===== src/rtl/synth_pkg.sv =====
// Shared types and constants for the voice allocator and its per-voice envelopes.
package synth_pkg;

    typedef enum logic [1:0] {
        V_IDLE,
        V_ATTACK,
        V_SUSTAIN,
        V_RELEASE
    } voice_state_t;

    typedef enum logic [1:0] {
        S_IDLE,
        S_SCAN,
        S_APPLY
    } ev_fsm_t;

    localparam logic [15:0] MAX_LEVEL        = 16'hFFFF;
    localparam logic [15:0] ATTACK_STEP_DEF  = 16'd2048;
    localparam logic [15:0] RELEASE_STEP_DEF = 16'd512;

endpackage


===== src/rtl/voice_envelope.sv =====
// One voice's attack/sustain/release level ramp; start commands override the tick.
module voice_envelope
    import synth_pkg::*;
#(
    parameter logic [15:0] ATTACK_STEP  = ATTACK_STEP_DEF,
    parameter logic [15:0] RELEASE_STEP = RELEASE_STEP_DEF
) (
    input  logic         clk,
    input  logic         reset,
    input  logic         tick,
    input  logic         start_attack,
    input  logic         start_release,
    output voice_state_t state_o,
    output logic [15:0]  level_o,
    output logic         done_o
);

    voice_state_t state_q, state_d;
    logic [15:0]  level_q, level_d;
    logic [16:0]  up;

    always_comb begin
        state_d = state_q;
        level_d = level_q;
        done_o  = 1'b0;
        up      = {1'b0, level_q} + {1'b0, ATTACK_STEP};
        if (start_attack) begin
            state_d = V_ATTACK;
        end else if (start_release) begin
            state_d = V_RELEASE;
        end else if (tick) begin
            case (state_q)
                V_ATTACK: begin
                    if (up >= {1'b0, MAX_LEVEL}) begin
                        level_d = MAX_LEVEL;
                        state_d = V_SUSTAIN;
                    end else begin
                        level_d = up[15:0];
                    end
                end
                V_RELEASE: begin
                    if (level_q <= RELEASE_STEP) begin
                        level_d = '0;
                        state_d = V_IDLE;
                        done_o  = 1'b1;
                    end else begin
                        level_d = level_q - RELEASE_STEP;
                    end
                end
                default: ;
            endcase
        end
    end

    always_ff @(posedge clk) begin
        if (reset) begin
            state_q <= V_IDLE;
            level_q <= '0;
        end else begin
            state_q <= state_d;
            level_q <= level_d;
        end
    end

    assign state_o = state_q;
    assign level_o = level_q;

endmodule


===== src/rtl/voice_allocator.sv =====
// Event-driven voice scheduler: serial scan of voice slots, then a one-cycle apply
// of note-on (retrigger / idle / oldest release / steal) or note-off.
module voice_allocator
    import synth_pkg::*;
#(
    parameter int          VOICES       = 8,
    parameter logic [15:0] ATTACK_STEP  = ATTACK_STEP_DEF,
    parameter logic [15:0] RELEASE_STEP = RELEASE_STEP_DEF
) (
    input  logic                    clk,
    input  logic                    reset,
    input  logic                    ev_valid,
    output logic                    ev_ready,
    input  logic                    ev_on,
    input  logic [7:0]              ev_note,
    input  logic [31:0]             ev_freq,
    input  logic                    env_tick,
    output logic [VOICES-1:0][31:0] frequencies,
    output logic [VOICES-1:0][31:0] voice_volumes,
    output logic [VOICES-1:0]       voice_active
);

    localparam int IW = (VOICES > 1) ? $clog2(VOICES) : 1;

    ev_fsm_t fsm_q, fsm_d;
    logic                    ready_q;
    logic [IW-1:0]           idx_q;
    logic                    ev_on_q;
    logic [7:0]              ev_note_q;
    logic [31:0]             ev_freq_q;

    logic [VOICES-1:0][7:0]    note_q;
    logic [VOICES-1:0][31:0]   freq_q;
    logic [VOICES-1:0][IW-1:0] age_q;

    // Scan results gathered one voice per cycle
    logic                retrig_hit_q, idle_hit_q, rel_hit_q;
    logic [IW-1:0]       retrig_idx_q, idle_idx_q, rel_idx_q, rel_age_q, old_idx_q;
    logic [VOICES-1:0]   off_mask_q;

    voice_state_t        vstate [VOICES];
    logic [15:0]         vlevel [VOICES];
    logic [VOICES-1:0]   vdone, start_atk, start_rel;

    voice_state_t        scan_st;
    logic [IW-1:0]       scan_age, tgt_idx;
    logic                scan_busy_match, accept;

    assign accept          = (fsm_q == S_IDLE) && ready_q && ev_valid;
    assign scan_st         = vstate[idx_q];
    assign scan_age        = age_q[idx_q];
    assign scan_busy_match = ((scan_st == V_ATTACK) || (scan_st == V_SUSTAIN))
                             && (note_q[idx_q] == ev_note_q);

    always_comb begin
        fsm_d = fsm_q;
        case (fsm_q)
            S_IDLE:  if (accept) fsm_d = S_SCAN;
            S_SCAN:  if (idx_q == IW'(VOICES - 1)) fsm_d = S_APPLY;
            S_APPLY: fsm_d = S_IDLE;
            default: fsm_d = S_IDLE;
        endcase
    end

    always_comb begin
        if (retrig_hit_q)     tgt_idx = retrig_idx_q;
        else if (idle_hit_q)  tgt_idx = idle_idx_q;
        else if (rel_hit_q)   tgt_idx = rel_idx_q;
        else                  tgt_idx = old_idx_q;
        start_atk = '0;
        start_rel = '0;
        if (fsm_q == S_APPLY) begin
            if (ev_on_q) start_atk[tgt_idx] = 1'b1;
            else         start_rel          = off_mask_q;
        end
    end

    always_ff @(posedge clk) begin
        if (reset) begin
            fsm_q        <= S_IDLE;
            ready_q      <= 1'b0;
            idx_q        <= '0;
            ev_on_q      <= 1'b0;
            ev_note_q    <= '0;
            ev_freq_q    <= '0;
            note_q       <= '0;
            freq_q       <= '0;
            retrig_hit_q <= 1'b0;
            idle_hit_q   <= 1'b0;
            rel_hit_q    <= 1'b0;
            retrig_idx_q <= '0;
            idle_idx_q   <= '0;
            rel_idx_q    <= '0;
            rel_age_q    <= '0;
            old_idx_q    <= '0;
            off_mask_q   <= '0;
            for (int v = 0; v < VOICES; v++) age_q[v] <= IW'(v);
        end else begin
            fsm_q   <= fsm_d;
            ready_q <= (fsm_d == S_IDLE);
            case (fsm_q)
                S_IDLE: if (accept) begin
                    ev_on_q      <= ev_on;
                    ev_note_q    <= ev_note;
                    ev_freq_q    <= ev_freq;
                    idx_q        <= '0;
                    retrig_hit_q <= 1'b0;
                    idle_hit_q   <= 1'b0;
                    rel_hit_q    <= 1'b0;
                    off_mask_q   <= '0;
                end
                S_SCAN: begin
                    idx_q <= idx_q + 1'b1;
                    if (scan_busy_match) begin
                        off_mask_q[idx_q] <= 1'b1;
                        if (!retrig_hit_q) begin
                            retrig_hit_q <= 1'b1;
                            retrig_idx_q <= idx_q;
                        end
                    end
                    if (scan_st == V_IDLE && !idle_hit_q) begin
                        idle_hit_q <= 1'b1;
                        idle_idx_q <= idx_q;
                    end
                    if (scan_st == V_RELEASE && (!rel_hit_q || scan_age > rel_age_q)) begin
                        rel_hit_q <= 1'b1;
                        rel_idx_q <= idx_q;
                        rel_age_q <= scan_age;
                    end
                    if (scan_age == IW'(VOICES - 1)) old_idx_q <= idx_q;
                end
                S_APPLY: if (ev_on_q) begin
                    for (int v = 0; v < VOICES; v++)
                        if (age_q[v] < age_q[tgt_idx]) age_q[v] <= age_q[v] + 1'b1;
                    age_q[tgt_idx] <= '0;
                end
                default: ;
            endcase
            for (int v = 0; v < VOICES; v++) begin
                if (start_atk[v]) begin
                    note_q[v] <= ev_note_q;
                    freq_q[v] <= ev_freq_q;
                end else if (vdone[v]) begin
                    note_q[v] <= '0;
                    freq_q[v] <= '0;
                end
            end
        end
    end

    for (genvar g = 0; g < VOICES; g++) begin : g_voice
        voice_envelope #(
            .ATTACK_STEP (ATTACK_STEP),
            .RELEASE_STEP(RELEASE_STEP)
        ) u_env (
            .clk          (clk),
            .reset        (reset),
            .tick         (env_tick),
            .start_attack (start_atk[g]),
            .start_release(start_rel[g]),
            .state_o      (vstate[g]),
            .level_o      (vlevel[g]),
            .done_o       (vdone[g])
        );
        assign voice_volumes[g] = {16'b0, vlevel[g]};
        assign voice_active[g]  = (vstate[g] != V_IDLE);
    end

    assign frequencies = freq_q;
    assign ev_ready    = ready_q;

endmodule


===== config.mk =====
export PLATFORM = sky130hd
export DESIGN_NAME = voice_allocator
export DESIGN_NICKNAME = d
export VERILOG_FILES = /design/src/rtl/synth_pkg.sv /design/src/rtl/voice_envelope.sv /design/src/rtl/voice_allocator.sv
export SDC_FILE = /design/constraint.sdc
export NUM_CORES = 1
export LEC_CHECK = 0
export ABC_AREA = 1
export BUFFER_PORTS_ARGS = -buffer_cell sky130_fd_sc_hd__buf_2
export CELL_PAD_IN_SITES_DETAIL_PLACEMENT = 0
export CELL_PAD_IN_SITES_GLOBAL_PLACEMENT = 1
export CORE_MARGIN = 2
export CORE_UTILIZATION = 35
export CTS_CLUSTER_DIAMETER = 60
export DETAILED_ROUTE_END_ITERATION = 12
export PLACE_DENSITY = 0.77
export SETUP_SLACK_MARGIN = 0.1
export SYNTH_ARGS = -nofsm -noshare
export SYNTH_HDL_FRONTEND = slang
export SYNTH_HIERARCHICAL = 1
export SYNTH_SLANG_ARGS = --single-unit

===== constraint.sdc =====
create_clock -name clk -period 3.4 [get_ports clk]
set_input_delay 0.17 -clock clk [delete_from_list [all_inputs] [get_ports clk]]
set_output_delay 0.17 -clock clk [all_outputs]
set_load 0.03 [all_outputs]

# After elaboration in Yosys (flattened, before gate mapping)
# Index checks and enable logic that the tools add are counted.
# W data, S select, Z words.
# word_totals
latchBits	0
wordCells	525
romBits	0
input_bits	45
ramBits	0
output_inout_bits	521
reg_bits	561
mem_count	0
# classes
n_reduce_logical	113
multipliers	0
n_mux	213
n_addsub	25
magnitude_cmp	30
bitwise	21
div	0
n_shift	0
n_eq_ne	60
# ops
operator	count
$mux W32	16
$mux W16	16
$pmux W16 S2	8
$mux W8	23
$add A16 B12 Y17 const B	8
$ge A17 B16 Y1 const B	8
$le A16 B10 Y1 const B	8
$sub A16 B10 Y16 const B	8
$mux W3	39
$reduce_and A4 Y1	24
$mux W2	36
$reduce_bool A2 Y1	33
$ne A4 B3 Y1 const B	16
$mux W1	54
$ne A3 B2 Y1 const B	16
$reduce_bool A3 Y1	16
$pmux W2 S2	9
$reduce_bool A4 Y1	8
$add A3 B1 Y3 const B	9
$and A24 B24 Y24	1
$bmux W8 S3	1
$lt A3 B3 Y1	8
$not A24 Y24	1
$eq A2 B2 Y1 const B	11
25 further kinds	85

# Depth between registers and ports, before layout
# Gate-level depths: netlist of the first run.
# logic_depth
depth_word	12
mapped_depth	22
ltp_nobuf	22

# Hierarchy
# Netlist of the first run, hierarchy kept.
# modules_own_cells
mod	n_inst	area_each_um2	seq_area_each_um2	cells_each
voice_allocator	1	19194.7	8348.0	2703
voice_envelope	8	822.0	200.2	125

# Worst setup path after synthesis of the first run
# OpenSTA, ideal clock, no wires.
# synth_timing
path_kind	flip-flop to flip-flop
from	register idx_q[2]
to	register retrig_idx_q[0]
slack_ps	799
synth_period_minus_slack_ps	2601
t_required_ps	3287
arrival_time_ps	2488
setup_ps	113
path_stages_with_launch	17
n_path_buf	2
cell_sequence	dfxtp_1 > buf_4 > inv_2 > buf_6 > nand3_1 > inv_1 > a22o_1 > or4_1 > inv_1 > ha_1 > nand3_1 > nor2_1 > nand2_1 > nor2_4 > nand3_4 > nor2_1 > nor2_1
# synth_via
elab_chain_cells	8
elab_cells_between_ends	12
cone_classes	eq/ne: 3; mux: 5; bitwise: 1; reduce/logical: 3
# synth_lines
item	line_no	source
start, declared	voice_allocator.sv:27	logic [IW-1:0] idx_q;
start signal, assigned	voice_allocator.sv:113	idx_q <= idx_q + 1'b1;
$not A3 Y4 (implied by the code)	voice_allocator.sv:50	assign scan_st = vstate[idx_q];
$bmux W2 S3	voice_allocator.sv:50	
$mux W2 (implied by the code) (2 in a row)	voice_allocator.sv:50	
$eq A2 B1 Y1 or $eq A2 B2 Y1 (tied branches)	voice_allocator.sv:52	assign scan_busy_match = ((scan_st == V_ATTACK) || (scan_st == V_SUSTAIN))
$logic_or A1 B1 Y1	voice_allocator.sv:52	
$logic_and A1 B1 Y1 (*)	voice_allocator.sv:53	&& (note_q[idx_q] == ev_note_q);
$reduce_and A3 Y1 (no source line) (*)	--	
end signal, assigned	voice_allocator.sv:118	retrig_idx_q <= idx_q;
end, declared	voice_allocator.sv:38	logic [IW-1:0] retrig_idx_q, idle_idx_q, rel_idx_q, rel_age_q, old_idx_q;
# Every way passes the cells marked *; elsewhere a longest branch is shown, timed or not. The select of a mux whose other input is x is not followed.
# A chain may end at the register's enable or synchronous reset.

# Worst setup path after layout of the first run
# layout_timing
from	register retrig_hit_q
to	register freq_q, in the netlist frequencies[241]
# layout_via
elab_chain_cells	9
elab_cells_between_ends	11
cone_classes	order compare: 2; mux: 7; reduce/logical: 2
# layout_lines
item	line_no	source
start, declared	voice_allocator.sv:37	logic retrig_hit_q, idle_hit_q, rel_hit_q;
start signal, assigned	voice_allocator.sv:88	retrig_hit_q <= 1'b0;
start signal, assigned	voice_allocator.sv:107	retrig_hit_q <= 1'b0;
start signal, assigned	voice_allocator.sv:117	retrig_hit_q <= 1'b1;
$mux W3 (*)	voice_allocator.sv:66	if (retrig_hit_q) tgt_idx = retrig_idx_q;
$lt A3 B4 Y1 (implied by the code) or $ge A3 B1 Y1 (tied branches)	voice_allocator.sv:73	if (ev_on_q) start_atk[tgt_idx] = 1'b1;
$logic_and A1 B1 Y1 (implied by the code)	voice_allocator.sv:73	
$mux W1 (implied by the code)	voice_allocator.sv:73	
$demux W1 S3 (*)	voice_allocator.sv:73	
$mux W8 (*)	voice_allocator.sv:73	
$mux W8 (*)	voice_allocator.sv:72	if (fsm_q == S_APPLY) begin
net start_atk[7]	voice_allocator.sv:43	logic [VOICES-1:0] vdone, start_atk, start_rel;
$mux W1 (*)	voice_envelope.sv:27	if (start_attack) begin
net vdone[7]	voice_allocator.sv:43	
$reduce_bool A2 Y1 (no source line) (*)	--	
end signal, assigned by index	voice_allocator.sv:142	freq_q[v] <= ev_freq_q;
end, declared	voice_allocator.sv:33	logic [VOICES-1:0][31:0] freq_q;
# The timed path passes the listed nets; every way through them passes the cells marked *.

==> metrics.csv, run 1 <==
stage,metric,value,unit
outcome,outcome,completed,
clock_network,CTS root buf,clkbuf_16,
detailed_routing,DR pass1 iterations,5,
timing,hold_ws,0.227,ns
critical_path,WS Path Type,flop to flop,
synthesis,"Distinct cells, synth",45,
grt,antenna violations before repair,4,
critical_path,WP data required,3.94,ns
detailed_routing,number of vias per cell,4.73,
worst_hold_path,worst hold start,env_tick,
synthesis,Synth Register Bits,497,
finish,area growth from synthesis to layout,18.3,%
floorplan,die width,275,um
critical_path,reg2reg start,retrig_hit_q,
pwr,Sw Share,25.6,%
critical_path,Crit Path Max Fanout,40,
timing,RSZ-0062 raised after global routing,no,
floorplan,core area,0.0730,mm2
finish,FF+latch area,0.00995,mm2
detailed_routing,drt initial violations,1566,
pwr,Reg power frac,42.8,%
timing,fin. max-slew vios,0,
placed_design,Setup WS pre-CTS,0.319,ns
finish,"most common cell after layout, fill and taps aside",inv_1,
synthesis,ys flop type,dfxtp_1,
timing,Final period util,87.1,%
timing,pin slew with the least headroom to its limit,0.815,ns
timing,final setup TNS,0,ns
timing,final worst-path setup slack,0.437,ns
clock_network,CTS tree,yes,
finish,diode count,0,
grt,first-pass GRT wire length,132,mm
clock_network,Worst-Skew Late Latency,0.61,ns
timing,f_max,338,MHz
synthesis,"Cell Area, Synth",0.0258,mm2
finish,Multi-input gate area,0.0108,mm2
synthesis,sequential share of the synthesized area,38.6,%
critical_path,CP Capture Type,flop,
finish,filler cell count,7694,
grt,Congestion Overflow GR,0,
timing,number of setup violations in the final report,0,
finish,"Cell Count, Final, Fillers Out",5081,
clock_network,CTS HTree Levels,3,
pwr,NetSw,3.53,mW
detailed_routing,DR DRC count,0,
floorplan,Rows,99,
floorplan,I/O pins,566,
synthesis,syn avg cell area,6.96,um2
placed_design,placed cells,4922,
critical_path,WP data arrival,3.50,ns
timing,Clock Skew,0.0357,ns
grt,vias in the first global route,22500,
detailed_routing,post-route ant nets,0,
critical_path,Critical Path Start,retrig_hit_q,
critical_path,crit start category,flop,
placed_design,Port Buffers,437,
floorplan,Die Y,275,um
finish,layout cell share with drive strength beyond 1,16.8,%
synthesis,Post-synth EDFFs,0,
synthesis,"FFs w/ async S/R, synth",0,%
clock_network,Num CTS Buffers,66,
clock_network,Sink Count,497,
finish,final net count,4181,
pwr,Worst VDD drop,0.306,mV
placed_design,Final HPWL DP,57.8,mm
clock_network,CTS max path bufs,3,
run,Max Cap Violations,0,
floorplan,Die Footprint,0.0758,mm2
detailed_routing,Wirelength per Cell,17.0,um
grt,largest net degree at the start of global routing,158,
floorplan,initial core utilization,35.3,%
clock_network,Worst-path clk slew,0.06,ns
placed_design,routability cong.,0.893,
finish,"commonest non-fill, non-tap cells in the layout","inv_1, dfxtp_1, nand2_1",
detailed_routing,Vias,24000,
pwr,total power,13.8,mW
pwr,Int Power,10.3,mW
timing,worst rel slew slack,45.7,%
synthesis,total of warnings raised by yosys,6,
pwr,Comb pwr share,6.4,%
pwr,Power Density,453,mW/mm2
pwr,Clk network pwr share,50.9,%
clock_network,post-CTS setup repair buffer count,0,
timing,min cycle time layout,2.96,ns
worst_hold_path,Hold/Removal Path Class,primary input to flop,
synthesis,Synth Instances,3703,
timing,Hold Fails Final Rpt,0,
grt,Total GRT Usage,22.1,%
detailed_routing,WL final,86.3,mm
pwr,leakage power,13.8,nW
## cell type report
cell class | count | share of cell area (%)
clock buffers | 91 | 6.16
well taps | 959 | 3.93
repair buffers | 527 | 10.2
flip-flops and latches | 497 | 32.6
clock inverters | 26 | 1.03
inverters | 869 | 10.7
multi-input cells | 2112 | 35.3
## logic make-up after synthesis
kind of cell             after synthesis  share of synthesized area, %
AO/OA/AOI/OAI                        742                          16.4
XOR/XNOR                              48                          1.63
flip-flops                           497                          38.6
adder cells (fa/ha/maj)               63                          3.06
AND/OR/NAND/NOR                     1131                          18.8
buffers and inverters               1221                          21.5
other                                  1                        0.0146
## power groups by stage
stage	Sequential, mW	Combinational (mW)	Clock (mW)
after detailed placement	6.03	0.837	0
after global placement	6.03	0.834	0
after CTS	5.90	0.878	7.17
final	5.90	0.882	7.02
after global routing	5.90	0.973	7.40
after floorplan	6.02	0.716	0
## synth_stat cells (62+ instances only)
cell type / count / share of area [%]
inv_1: 834 / 12
clkbuf_1: 72 / 1.0
ha_1: 63 / 3.1
o22ai_1: 303 / 7.4
nand3_1: 129 / 2.5
nor2_1: 402 / 5.9
buf_2: 62 / 1.2
nand2_1: 466 / 6.8
o21ai_0: 142 / 2.8
buf_4: 203 / 5.9
dfxtp_1: 497 / 39
a21oi_1: 229 / 4.4
## stage by stage
stage | area, um2 | util (%)
after floorplan | 26200 | -
after detailed placement | 27900 | 38.2
after global routing | 30500 | 41.8
after global placement | 27900 | 38.2
after CTS | 30500 | 41.8
final | 30500 | 41.8
## path summary, 6_finish.rpt
check | end | slack, ns | cells after the start
worst min register to register | fsm_q[1] | 0.44 | 1
worst max register to register | frequencies[241] | 0.44 | 15
worst max-delay path | frequencies[241] | 0.44 | 15
worst min-delay path | g_voice[4].u_env/state_o[1] | 0.23 | 6
## state kept, by name, summed over array words and instances, names as in the netlist, 2 cells and up
register / flops
frequencies: 256
old_idx_q: 3
off_mask_q: 8
age_q: 24
idle_idx_q: 3
rel_idx_q: 3
g_voice.u_env/state_o: 16
retrig_idx_q: 3
note_q: 64
g_voice.u_env/level_o: 64
rel_age_q: 3
ev_note_q: 8
ev_freq_q: 32
idx_q: 3
fsm_q: 2
## layer usage
layer | vias up | track usage, % | wire, um
met2 | 676 | 36.5 | 40000
met3 | 139 | 5.86 | 6240
met5 | - | 0 | 37
met4 | 6 | 6.54 | 2370
li1 | 12000 | - | -
met1 | 11200 | 28.2 | 37700
## worst max-delay path: stages (launching register included)
cell and delay [ns]:
dfxtp_1 0.36, a21oi_1 0.23, nand2_4 0.12, nand2_4 0.17, inv_2 0.08, nor2_1 0.21, inv_2 0.07, nor2_1 0.22
nor2_1 0.10, nand2_1 0.19, nor3_1 0.08, or2_2 0.32, buf_4 0.34, o22ai_1 0.22, inv_1 0.06, nor2_1 0.09
## what timing repair did
item                       CTS  global route
hold endpoints to repair    64             0
hold buffers                42             0
setup endpoints to repair    0            21
gates resized for setup      0             3
Note: power is estimated with default switching activity, not from simulation.
==> inputs of run 2 (changes only) <==
Settings changed: CAP_MARGIN from default to 20, REMOVE_ABC_BUFFERS from default to 1.
==> run 2 against run 1 <==
Flip-flop and latch count is the same. Core utilization down 0.096 points. Die area did not move. First-iteration DRC count rose by 0.77%. Critical path type unchanged. Critical endpoint is now age_q[8].
==> metrics.csv, run 2 (same netlist as run 1, synthesis figures left out) <==
stage,metric,value,unit,change
timing,Clock Skew,0.0777,ns,was 0.0357 ns
detailed_routing,DR WL met3,6.79,mm,was 6.24 mm
clock_network,CTS HTree Levels,2,,was 3
detailed_routing,WL met1,36.4,mm,was 37.7 mm
detailed_routing,Top Layer Used,met4,,was met5
clock_network,Worst-path clk slew,0.06,ns,about the same
critical_path,WP data required,3.91,ns,was 3.94 ns
floorplan,core area,0.0730,mm2,unchanged
finish,area growth from synthesis to layout,18.1,%,was 18.3%
pwr,Power Density,445,mW/mm2,was 453 mW/mm2
detailed_routing,Wirelength per Cell,16.5,um,was 17.0 um
pwr,Comb pwr share,6.4,%,about the same
outcome,outcome,completed,,unchanged
clock_network,CTS root buf,clkbuf_16,,unchanged
timing,Hold Fails Final Rpt,0,,unchanged
critical_path,buffers plus inverters on the worst setup path,4,,unchanged
pwr,Int Power,10.1,mW,was 10.3 mW
worst_hold_path,Hold/Removal Path Class,primary input to flop,,unchanged
detailed_routing,number of vias per cell,4.66,,was 4.73
pwr,total power,13.5,mW,was 13.8 mW
pwr,NetSw,3.44,mW,was 3.53 mW
critical_path,CP Capture Type,flop,,unchanged
finish,max reg flops,256,,unchanged
clock_network,Num CTS Buffers,60,,was 66
clock_network,CTS max path bufs,3,,unchanged
floorplan,initial core utilization,35.3,%,unchanged
pwr,Sw Share,25.4,%,was 25.6%
critical_path,"setup slack, reg-to-reg",0.41,ns,was 0.44 ns
floorplan,Die Y,275,um,unchanged
grt,largest net degree at the start of global routing,141,,was 158
grt,Congestion Overflow GR,0,,unchanged
placed_design,Placed Area,0.0279,mm2,about the same
placed_design,Final HPWL DP,54.7,mm,was 57.8 mm
finish,final net count,4170,,was 4181
critical_path,CP max stage delay,0.43,ns,was 0.36 ns
clock_network,post-CTS setup repair buffer count,0,,unchanged
clock_network,Worst-Skew Late Latency,0.68,ns,was 0.61 ns
critical_path,Critical Path Start,rel_hit_q,,was retrig_hit_q
placed_design,Port Buffers,437,,unchanged
floorplan,Rows,99,,unchanged
clock_network,Sink Count,497,,unchanged
timing,Final period util,87.8,%,was 87.1%
pwr,Clk network pwr share,49.9,%,was 50.9%
critical_path,critical path's slowest cell,dfxtp_1,,unchanged
critical_path,WP data arrival,3.49,ns,was 3.50 ns
finish,"commonest non-fill, non-tap cells in the layout","inv_1, dfxtp_1, nand2_1",,unchanged
timing,min cycle time layout,2.99,ns,was 2.96 ns
timing,pin slew with the least headroom to its limit,0.977,ns,was 0.815 ns
critical_path,most frequent cell on the critical path,nand2_1,,was nor2_1
timing,RSZ-0062 raised after global routing,no,,unchanged
detailed_routing,Met2 Wirelength,38.7,mm,was 40.0 mm
finish,"most common cell after layout, fill and taps aside",inv_1,,unchanged
timing,fin. max-slew vios,0,,unchanged
detailed_routing,DR DRC count,0,,unchanged
timing,number of setup violations in the final report,0,,unchanged
pwr,leakage power,13.8,nW,about the same
pwr,Worst VDD drop,0.448,mV,was 0.306 mV
worst_hold_path,worst hold start,env_tick,,unchanged
critical_path,Crit Path Max Fanout,14,,was 40
grt,antenna violations before repair,2,,was 4
detailed_routing,drt initial violations,1578,,was 1566
detailed_routing,DR pass1 iterations,6,,was 5
placed_design,routability cong.,0.912,,was 0.893
timing,hold_ws,0.166,ns,was 0.227 ns
finish,"Design Area, Final",0.0304,mm2,was 0.0305 mm2
floorplan,die width,275,um,unchanged
detailed_routing,post-route ant nets,0,,unchanged
detailed_routing,WL final,83.7,mm,was 86.3 mm
critical_path,WS Path Type,flop to flop,,unchanged
grt,Total GRT Usage,21.4,%,was 22.1%
timing,f_max,335,MHz,was 338 MHz
detailed_routing,Vias,23600,,was 24000
floorplan,Die Footprint,0.0758,mm2,unchanged
finish,layout cell share with drive strength beyond 1,16.7,%,was 16.8%
pwr,Reg power frac,43.6,%,was 42.8%
critical_path,reg2reg start,rel_hit_q,,was retrig_hit_q
grt,first-pass GRT wire length,129,mm,was 132 mm
critical_path,"Cell Chain, Critical Path",inv_2 > nand2_1 > nand3_2 > nand2_4 > nand2_4 > inv_2 > nor2_1 > inv_2 > o22ai_1 > a221oi_1 > nand2_1 > ha_1 > nand2_1 > inv_1 > nand2_1 > nand2_1 > nor2_1 > nand3_1 > nand2_1 > nor2_1,,was a21oi_1 > nand2_4 > nand2_4 > inv_2 > nor2_1 > inv_2 > nor2_1 > nor2_1 > nand2_1 > nor3_1 > or2_2 > buf_4 > o22ai_1 > inv_1 > nor2_1
critical_path,Crit path max-delay family,simple AND/OR/NAND/NOR gates,,unchanged
grt,vias in the first global route,22100,,was 22500
run,Max Cap Violations,0,,unchanged
critical_path,crit start category,flop,,unchanged
timing,worst rel slew slack,34.8,%,was 45.7%
clock_network,CTS tree,yes,,unchanged
floorplan,I/O pins,566,,unchanged
## run 2: changes by cell type in the layout (fill, tap and decap cells not counted), sizes merged
cell         before  now
diode             0    2
bufinv            4    3
inv             866  862
dlygate4sd3      42   43
buf             485  479
## run 2: final cells by class
cell class | count | area [um2]
clock buffers | 91 | 1870
repair buffers | 522 | 3110
diodes | 2 | 5.00
well taps | 959 | 1200
inverters | 869 | 3260
flip-flops and latches | 497 | 9950
clock inverters | 21 | 264
fillers | 7683 | 42500
multi-input cells | 2112 | 10800
## run 2: worst paths after layout
kind                                       to  cells after the start
setup / recovery                     age_q[8]                     20
hold / removal    g_voice[5].u_env/state_o[1]                      6
setup reg to reg                     age_q[8]                     20
hold reg to reg                      fsm_q[1]                      1
## run 2: repair_timing
item,in CTS,in global routing
hold endpoints to repair,86,0
resized for setup,0,1
setup endpoints to repair,0,18
hold buffers,43,0
## run 2: layer usage
layer  global-route usage (%)  up-vias
met5                        0        -
met4                     5.53        0
met3                     5.97      115
met2                     35.8      697
met1                     27.1    10800
li1                         -    12000
## run 2: tightest hold or removal path, delay by kind of cell
kind	cells	cell delay, ns
and+or+nand+nor	2	0.17
buffers and inverters	2	0.22
AOI/OAI and AO/OA	2	0.18
## run 2: power by group through the flow
| stage | clock network [mW] | logic, mW | registers [mW] |
|---|---|---|---|
| 2_1_floorplan | 0 | 0.533 | 6.03 |
| 3_3_place_gp | 0 | 0.824 | 6.03 |
| 3_5_place_dp | 0 | 0.823 | 6.03 |
| 4_1_cts | 6.93 | 0.866 | 5.90 |
| 5_1_grt | 7.17 | 0.956 | 5.90 |
| 6_report | 6.75 | 0.870 | 5.90 |
## run 2: per-stage QoR
| step | cells | util (%) | setup WS, ns | setup TNS (ns) |
|---|---|---|---|---|
| CTS | 5071 | 41.7 | 0.341 | 0 |
| global placement | 4916 | 38.2 | 0.330 | 0 |
| finish | 5073 | 41.7 | 0.414 | 0 |
| floorplan | 3478 | - | -0.264 | -24.53 |
| detailed placement | 4916 | 38.2 | 0.339 | 0 |
| global route | 5072 | 41.7 | 0.135 | 0 |
